## src/rtl/stopwatch_pkg.sv

```systemverilog
// Shared run-state encodings and command priority for the stopwatch control path.
// Used by stopwatch_input_ctrl and the run-state FSM.
package stopwatch_pkg;

  localparam logic [1:0] ST_IDLE  = 2'b00;
  localparam logic [1:0] ST_RUN   = 2'b01;
  localparam logic [1:0] ST_PAUSE = 2'b10;

  typedef enum logic [1:0] {
    CmdNone,
    CmdStart,
    CmdStop,
    CmdClear
  } cmd_e;

  // Priority order clear > stop > start; lower-priority requests are dropped.
  function automatic cmd_e arbitrate(input logic clr_req, input logic stop_req,
                                     input logic start_req);
    cmd_e cmd;
    cmd = CmdNone;
    if (clr_req) begin
      cmd = CmdClear;
    end else if (stop_req) begin
      cmd = CmdStop;
    end else if (start_req) begin
      cmd = CmdStart;
    end
    return cmd;
  endfunction

endpackage

```

## src/rtl/btn_debounce.sv

```systemverilog
// Two-flop synchroniser plus counting debouncer for one push-button.
// rise_o is a registered one-cycle pulse on each debounced rising edge.
module btn_debounce #(
  parameter int unsigned DEBOUNCE_CYCLES = 16
) (
  input  logic clk,
  input  logic reset,
  input  logic btn_raw_i,
  output logic level_o,
  output logic rise_o
);

  localparam int unsigned CW = (DEBOUNCE_CYCLES > 2) ? $clog2(DEBOUNCE_CYCLES) : 1;

  logic          sync1_q, sync1_d;
  logic          sync2_q, sync2_d;
  logic          deb_q, deb_d;
  logic          rise_q, rise_d;
  logic [CW-1:0] cnt_q, cnt_d;

  always_comb begin
    sync1_d = btn_raw_i;
    sync2_d = sync1_q;
    deb_d   = deb_q;
    cnt_d   = cnt_q;
    rise_d  = 1'b0;
    if (sync2_q == deb_q) begin
      cnt_d = '0;
    end else if (cnt_q == CW'(DEBOUNCE_CYCLES - 1)) begin
      deb_d  = sync2_q;
      cnt_d  = '0;
      rise_d = sync2_q;
    end else begin
      cnt_d = cnt_q + 1'b1;
    end
  end

  always_ff @(posedge clk) begin
    if (reset) begin
      sync1_q <= 1'b0;
      sync2_q <= 1'b0;
      deb_q   <= 1'b0;
      rise_q  <= 1'b0;
      cnt_q   <= '0;
    end else begin
      sync1_q <= sync1_d;
      sync2_q <= sync2_d;
      deb_q   <= deb_d;
      rise_q  <= rise_d;
      cnt_q   <= cnt_d;
    end
  end

  assign level_o = deb_q;
  assign rise_o  = rise_q;

endmodule

```

## src/rtl/stopwatch_input_ctrl.sv

```systemverilog
// Button front-end: debounce, state filter, arbitration and lockout for stopwatch commands.
// Define LONG_PRESS_CLEAR_EN to let a long stop hold raise a clear request.
module stopwatch_input_ctrl
  import stopwatch_pkg::*;
#(
  parameter int unsigned DEBOUNCE_CYCLES   = 16,
  parameter int unsigned LOCKOUT_CYCLES    = 4,
  parameter int unsigned LONG_PRESS_CYCLES = 64
) (
  input  logic       clk,
  input  logic       reset,
  input  logic       btn_start_raw,
  input  logic       btn_stop_raw,
  input  logic       btn_clear_raw,
  input  logic [1:0] run_state,
  output logic       start_o,
  output logic       stop_o,
  output logic       clear_o,
  output logic       busy
);

  localparam int unsigned LW = (LOCKOUT_CYCLES > 0) ? $clog2(LOCKOUT_CYCLES + 1) : 1;

  logic start_rise, stop_rise, clr_rise;
  logic start_level, stop_level, clr_level;
  logic lp_req;
  logic running;
  cmd_e cmd;

  logic          start_q, start_d;
  logic          stop_q, stop_d;
  logic          clear_q, clear_d;
  logic          busy_q, busy_d;
  logic [LW-1:0] lock_q, lock_d;

  btn_debounce #(.DEBOUNCE_CYCLES(DEBOUNCE_CYCLES)) u_db_start (
    .clk      (clk),
    .reset    (reset),
    .btn_raw_i(btn_start_raw),
    .level_o  (start_level),
    .rise_o   (start_rise)
  );

  btn_debounce #(.DEBOUNCE_CYCLES(DEBOUNCE_CYCLES)) u_db_stop (
    .clk      (clk),
    .reset    (reset),
    .btn_raw_i(btn_stop_raw),
    .level_o  (stop_level),
    .rise_o   (stop_rise)
  );

  btn_debounce #(.DEBOUNCE_CYCLES(DEBOUNCE_CYCLES)) u_db_clear (
    .clk      (clk),
    .reset    (reset),
    .btn_raw_i(btn_clear_raw),
    .level_o  (clr_level),
    .rise_o   (clr_rise)
  );

`ifdef LONG_PRESS_CLEAR_EN
  localparam int unsigned HW = $clog2(LONG_PRESS_CYCLES + 1);

  logic [HW-1:0] hold_q, hold_d;
  logic          unused_levels;

  // Saturating hold counter fires the request exactly once per stop press.
  always_comb begin
    hold_d = hold_q;
    lp_req = 1'b0;
    if (!stop_level) begin
      hold_d = '0;
    end else if (hold_q != HW'(LONG_PRESS_CYCLES)) begin
      hold_d = hold_q + 1'b1;
      lp_req = (hold_q == HW'(LONG_PRESS_CYCLES - 1));
    end
  end

  always_ff @(posedge clk) begin
    if (reset) begin
      hold_q <= '0;
    end else begin
      hold_q <= hold_d;
    end
  end

  assign unused_levels = start_level ^ clr_level;
`else
  logic unused_levels;

  assign lp_req        = 1'b0;
  assign unused_levels = start_level ^ stop_level ^ clr_level ^ (LONG_PRESS_CYCLES != 0);
`endif

  always_comb begin
    running = (run_state == ST_RUN);
    cmd     = CmdNone;
    if (lock_q == '0) begin
      cmd = arbitrate((clr_rise | lp_req) & ~running, stop_rise & running,
                      start_rise & ~running);
    end
    start_d = (cmd == CmdStart);
    stop_d  = (cmd == CmdStop);
    clear_d = (cmd == CmdClear);
    lock_d  = lock_q;
    if (cmd != CmdNone) begin
      lock_d = LW'(LOCKOUT_CYCLES);
    end else if (lock_q != '0) begin
      lock_d = lock_q - 1'b1;
    end
    busy_d = (lock_d != '0);
  end

  always_ff @(posedge clk) begin
    if (reset) begin
      start_q <= 1'b0;
      stop_q  <= 1'b0;
      clear_q <= 1'b0;
      busy_q  <= 1'b0;
      lock_q  <= '0;
    end else begin
      start_q <= start_d;
      stop_q  <= stop_d;
      clear_q <= clear_d;
      busy_q  <= busy_d;
      lock_q  <= lock_d;
    end
  end

  assign start_o = start_q;
  assign stop_o  = stop_q;
  assign clear_o = clear_q;
  assign busy    = busy_q;

endmodule

```

## config.mk

```make
export PLATFORM = sky130hd
export DESIGN_NAME = stopwatch_input_ctrl
export DESIGN_NICKNAME = d
export VERILOG_FILES = /design/src/rtl/stopwatch_pkg.sv /design/src/rtl/btn_debounce.sv /design/src/rtl/stopwatch_input_ctrl.sv
export SDC_FILE = /design/constraint.sdc
export NUM_CORES = 1
export LEC_CHECK = 0
export CAP_MARGIN = 20
export CORE_ASPECT_RATIO = 0.9
export CORE_MARGIN = 2
export CORE_UTILIZATION = 40
export DETAILED_ROUTE_END_ITERATION = 7
export HOLD_SLACK_MARGIN = 0.02
export PLACE_DENSITY = 0.66
export SLEW_MARGIN = 0
export SYNTH_ARGS = -nofsm -noshare
export SYNTH_HDL_FRONTEND = slang
export SYNTH_HIERARCHICAL = 1
export SYNTH_SLANG_ARGS = --single-unit
export TNS_END_PERCENT = 1
```

## constraint.sdc

```tcl
create_clock -name clk -period 1.6 [get_ports clk]
set_clock_uncertainty 0.15 [all_clocks]
set_input_delay 0.24 -clock clk [delete_from_list [all_inputs] [get_ports clk]]
set_output_delay 0.24 -clock clk [all_outputs]
set_load 0.05 [all_outputs]
```

======== After elaboration in Yosys (flattened, before gate mapping) ========
Index checks and enable logic that the tools add are counted.
word-level totals
  bits in registers ....................... 31
  logic and storage cells ................. 63
operators by class
  reductions and logical operators ........ 13
  bitwise logic cells ..................... 10
  eq/ne operators ......................... 10
  add/sub/neg operators ................... 4
  mux-type cells .......................... 6
operator list
  operator                                              count
  OR reduction 3 bit                                    6
  adder 4 x 1 -> 4 bit (second input constant)          3
  equality test 4 bit (second input constant)           3
  inverter 1 bit                                        7
  2-to-1 mux 2 bit                                      3
  2-to-1 mux 3 bit                                      2
  AND reduction 2 bit                                   3
  nonzero test 3 bit                                    2
  equality test 2 x 1 -> 1 bit (second input constant)  2
  equality test 2 bit (second input constant)           2
  AND 1 bit                                             3
  equality test 1 bit                                   3
  zero test 3 bit                                       1
  subtractor 3 x 1 -> 3 bit (second input constant)     1
  nonzero test 2 bit                                    1
  2-to-1 mux 1 bit                                      1

======== Depth between registers and ports, before layout ========
  depth after elaboration ................. 10
  mapped depth ............................ 7

======== Hierarchy ========
The synthesis kept the hierarchy.
by module, submodules not included
  module                sequential area each (µm²)  area an instance (µm²)  instances  cells each
  btn_debounce          160.2                       281.5                   3          25
  stopwatch_input_ctrl  140.1                       347.8                   1          34

======== Worst setup path before layout ========
Ideal clock, no wire load.
  kind .................................... reg2reg
  start ................................... register lock_q[0]
  end ..................................... register lock_q[1]
  library setup time ...................... 96 ps
  path buffers ............................ 0
  data required time ...................... 1354 ps
  path slack .............................. 110 ps
  arrival ................................. 1244 ps
  cell stages (with the launch flop) ...... 6
  cell sequence ........................... dfxtp_1 -> inv_1 -> ha_1 -> ha_1 -> or3_1 -> o41ai_2
on the way
  longest elaborated chain between the ends .. 4
RTL lines
  element                                                                            RTL line                     source
  start: declaration                                                                 stopwatch_input_ctrl.sv:34   logic [LW-1:0] lock_q, lock_d;
  start signal: assignment                                                           stopwatch_input_ctrl.sv:125  lock_q <= lock_d;
  parallel branches: the longest is 3 deep, another holds subtractor 3 x 1 -> 3 bit  -
  2-to-1 mux 3 bit (*)                                                               stopwatch_input_ctrl.sv:105  if (cmd != CmdNone) begin
Every way passes the cells marked *.
A chain may end at the register's enable or synchronous reset.

======== Worst setup path in the final report ========
  start ................................... register lock_q[0]
  end ..................................... register lock_q[0]
Same word-level chain as after synthesis.

==> flow_metrics.py <==
metrics = {
    "timing": {
        "layout_setup_ws_ps": 78.4,
        "hold_viol": 0,
        "min_period_over_period": 0.951,
        "drv_slew": 0,
        "finalSetupTns_ps": 0,
        "worst_pin_slew_ps": 270,
        "finalSetupViolCount": 0,
        "relSlewSlack": 0.817,
        "max_freq_mhz": 657,
        "finalCriticalPeriod_ps": 1520,
    },
    "drt": {
        "drtAntennaViolNets": 0,
        "drt_iter0_markers": 25,
        "route.detailed.drc": 0,
        "num_vias": 768,
        "drtPass1Iterations": 4,
        "vias_per_cell": 4.57,
        "finalWirelength_um": 1750,
        "routedWlPerCell_um": 10.4,
    },
    "synth": {
        "synth-adder-area-share": 0.0630,
        "synth-seq-cells": 31,
        "avgSynthCellArea_sq_um": 10.9,
        "synthMuxAreaShare": 0.0252,
        "post-synth-top-area-fraction": 0.520,
        "synth_top_family_by_area": "simple AND/OR/NAND/NOR gates",
        "synth_cell_types": 25,
        "synth_area_leaders": "dfxtp_1 52%, xor2_1 6.6%, ha_1 6.3%",
        "synth_nets": 122,
        "ys_seq_area_frac": 0.520,
        "synth.largest_area_cell": "dfxtp_1",
        "synth_area_sq_mm": 0.00119,
        "synth_xor_area_frac": 0.0661,
        "synthSimpleGateAreaFrac": 0.240,
        "post_synth_inst_count": 109,
        "yosys_warnings": 6,
        "synth-compound-area-share": 0.0567,
    },
    "global_routing": {
        "met3_usage": 0.0721,
        "grt_use_met1": 0.133,
        "globalRouteOverflowTotal": 0,
        "grt_pass1_wl_um": 2890,
        "antenna_found_initial": 0,
        "grt_max_degree": 26,
        "use_met2": 0.165,
        "first_global_vias": 706,
        "grt-busiest-layer": "met2",
        "grt.total_usage": 0.118,
    },
    "critical_path": {
        "cp.arrival_ps": 1610,
        "cp_num_buf_inv": 1,
        "crit_family": "adder cells",
        "slowest_stage": "or3_1",
        "cpPeakStageDelay_ps": 380,
        "critPathKind": "reg -> reg",
        "crit_required_ps": 1690,
        "end_kind": "register",
        "path_cells": "inv_1, ha_1, ha_2, or3_1, o31ai_2",
        "path_max_fanout": 6,
        "startpoint_type": "register",
    },
    "placed_design": {
        "place_area_sq_mm": 0.00137,
        "io_buffers": 10,
        "pre_cts_slack_ps": 26.1,
        "place_congestion": 0.733,
        "post-dp-hpwl_um": 1240,
    },
    "finish": {
        "fillers": 256,
        "final_area_sq_mm": 0.00146,
        "drive_above_1_share": 0.203,
        "diodes": 0,
        "final_core_util": 0.521,
        "fin_nets": 140,
        "syn_to_final_growth_pct": 22.0,
    },
    "outcome": {
        "outcome": "complete, no violations",
    },
    "min_path": {
        "hp-class": "reg -> reg",
    },
    "pwr": {
        "leakagePower_nw": 0.635,
        "power_density_mw_per_mm2": 1290,
        "power.total_mw": 1.87,
        "ir_worst_vdd_uv": 577,
    },
    "clocking": {
        "cts_buffers": 5,
        "clock_latency_ps": 320,
        "path_clk_slew_ps": 100,
        "cts.repair.resized": 0,
        "cts.sinks": 31,
        "post-cts-setup-buffers": 0,
        "cts_tree": "yes",
        "cts.path.max_buffers": 2,
        "h-tree-depth": 2,
        "cts_root_buffer": "clkbuf_4",
        "cts_hold_buf": 0,
    },
    "floorplanning": {
        "coreArea_sq_mm": 0.00279,
        "die_y_um": 55.8,
        "pin_count": 11,
        "initial_core_util": 0.427,
        "die_area_sq_mm": 0.00343,
        "die_w_um": 61.6,
        "row_count": 18,
    },
    "flow_run": {
        "cap_violations": 0,
    },
}
cell usage after synthesis, drive strengths merged:
master and number:
dfxtp 31, nor2 14, inv 9, xor2 9
nor2b 7, ha 6, nand3 6, nand3b 4
nor4b 4, and3b 3, mux2i 3, o21a 2
or3 2, a41oi 1, nand2 1, nand2b 1
nand4 1, nor3b 1, o21ai 1, o22ai 1
o31ai 1, o41ai 1
sequential cells by signal, indices dropped and copies added (netlist names), 3 cells and up:
signal / count
u_db_stop/cnt_q: 4
lock_q: 3
u_db_start/cnt_q: 4
u_db_clear/cnt_q: 4
power breakdown:
part | total [mW] | internal, mW | leakage, nW | switching, mW
clock network | 0.629 | 0.369 | 0.0482 | 0.260
logic | 0.393 | 0.186 | 0.334 | 0.208
registers | 0.853 | 0.824 | 0.252 | 0.0290
total | 1.87 | 1.38 | 0.635 | 0.497
per-stage QoR:
step           std cells  hold WS, ps
6_report             168          293
5_1_grt              168          292
4_1_cts              168          286
3_5_place_dp         160          275
3_3_place_gp         160          271
2_1_floorplan        109          162
metal layers:
layer	vias up	wire, um
li1	406	-
met1	340	851
met2	18	758
met3	4	111
met4	0	25
met5	-	0
worst paths after layout:
path,startpoint,end,slack [ps],depth (start not counted)
hold / removal,u_db_stop/sync1_q$_SDFF_PP0_,u_db_stop/sync2_q$_SDFF_PP0_,290,1
setup / recovery,lock_q[0]$_SDFF_PP0_,lock_q[0]$_SDFF_PP0_,80,5
hold reg to reg,u_db_stop/sync1_q$_SDFF_PP0_,u_db_stop/sync2_q$_SDFF_PP0_,290,1
setup reg to reg,lock_q[0]$_SDFF_PP0_,lock_q[0]$_SDFF_PP0_,80,5
cells in the final DEF, fill, tap and decap left out, drive strengths merged:
cell type,instances
nand2b,1
clkdlybuf4s50,6
or3,2
mux2i,3
a41oi,1
nand2,1
and3b,3
o22ai,1
o31ai,1
bufinv,1
nor2b,7
ha,6
nor3b,1
o21a,2
o41ai,1
o21ai,1
xor2,9
buf,5
dfxtp,31
clkbuf,6
nand3b,4
nor4b,4
clkinv,1
nand3,6
inv,9
nand4,1
nor2,14
layout make-up:
class | count | area, sq um | share of cell area
clock buffers | 6 | 51.3 | 0.0353
clock inverters | 2 | 35.0 | 0.0241
repair buffers | 11 | 123 | 0.0843
flip-flops and latches | 31 | 622 | 0.427
inverters | 9 | 33.8 | 0.0232
multi-input cells | 69 | 541 | 0.371
well taps | 40 | 50.0 | 0.0344
logic make-up after synthesis:
group / Yosys count
mux: 3
fa+ha+maj: 6
compound gates: 7
simple gates: 44
buf+inv: 9
xor+xnor: 9
flops: 31
No activity file was read; power rests on OpenSTA's default activity.
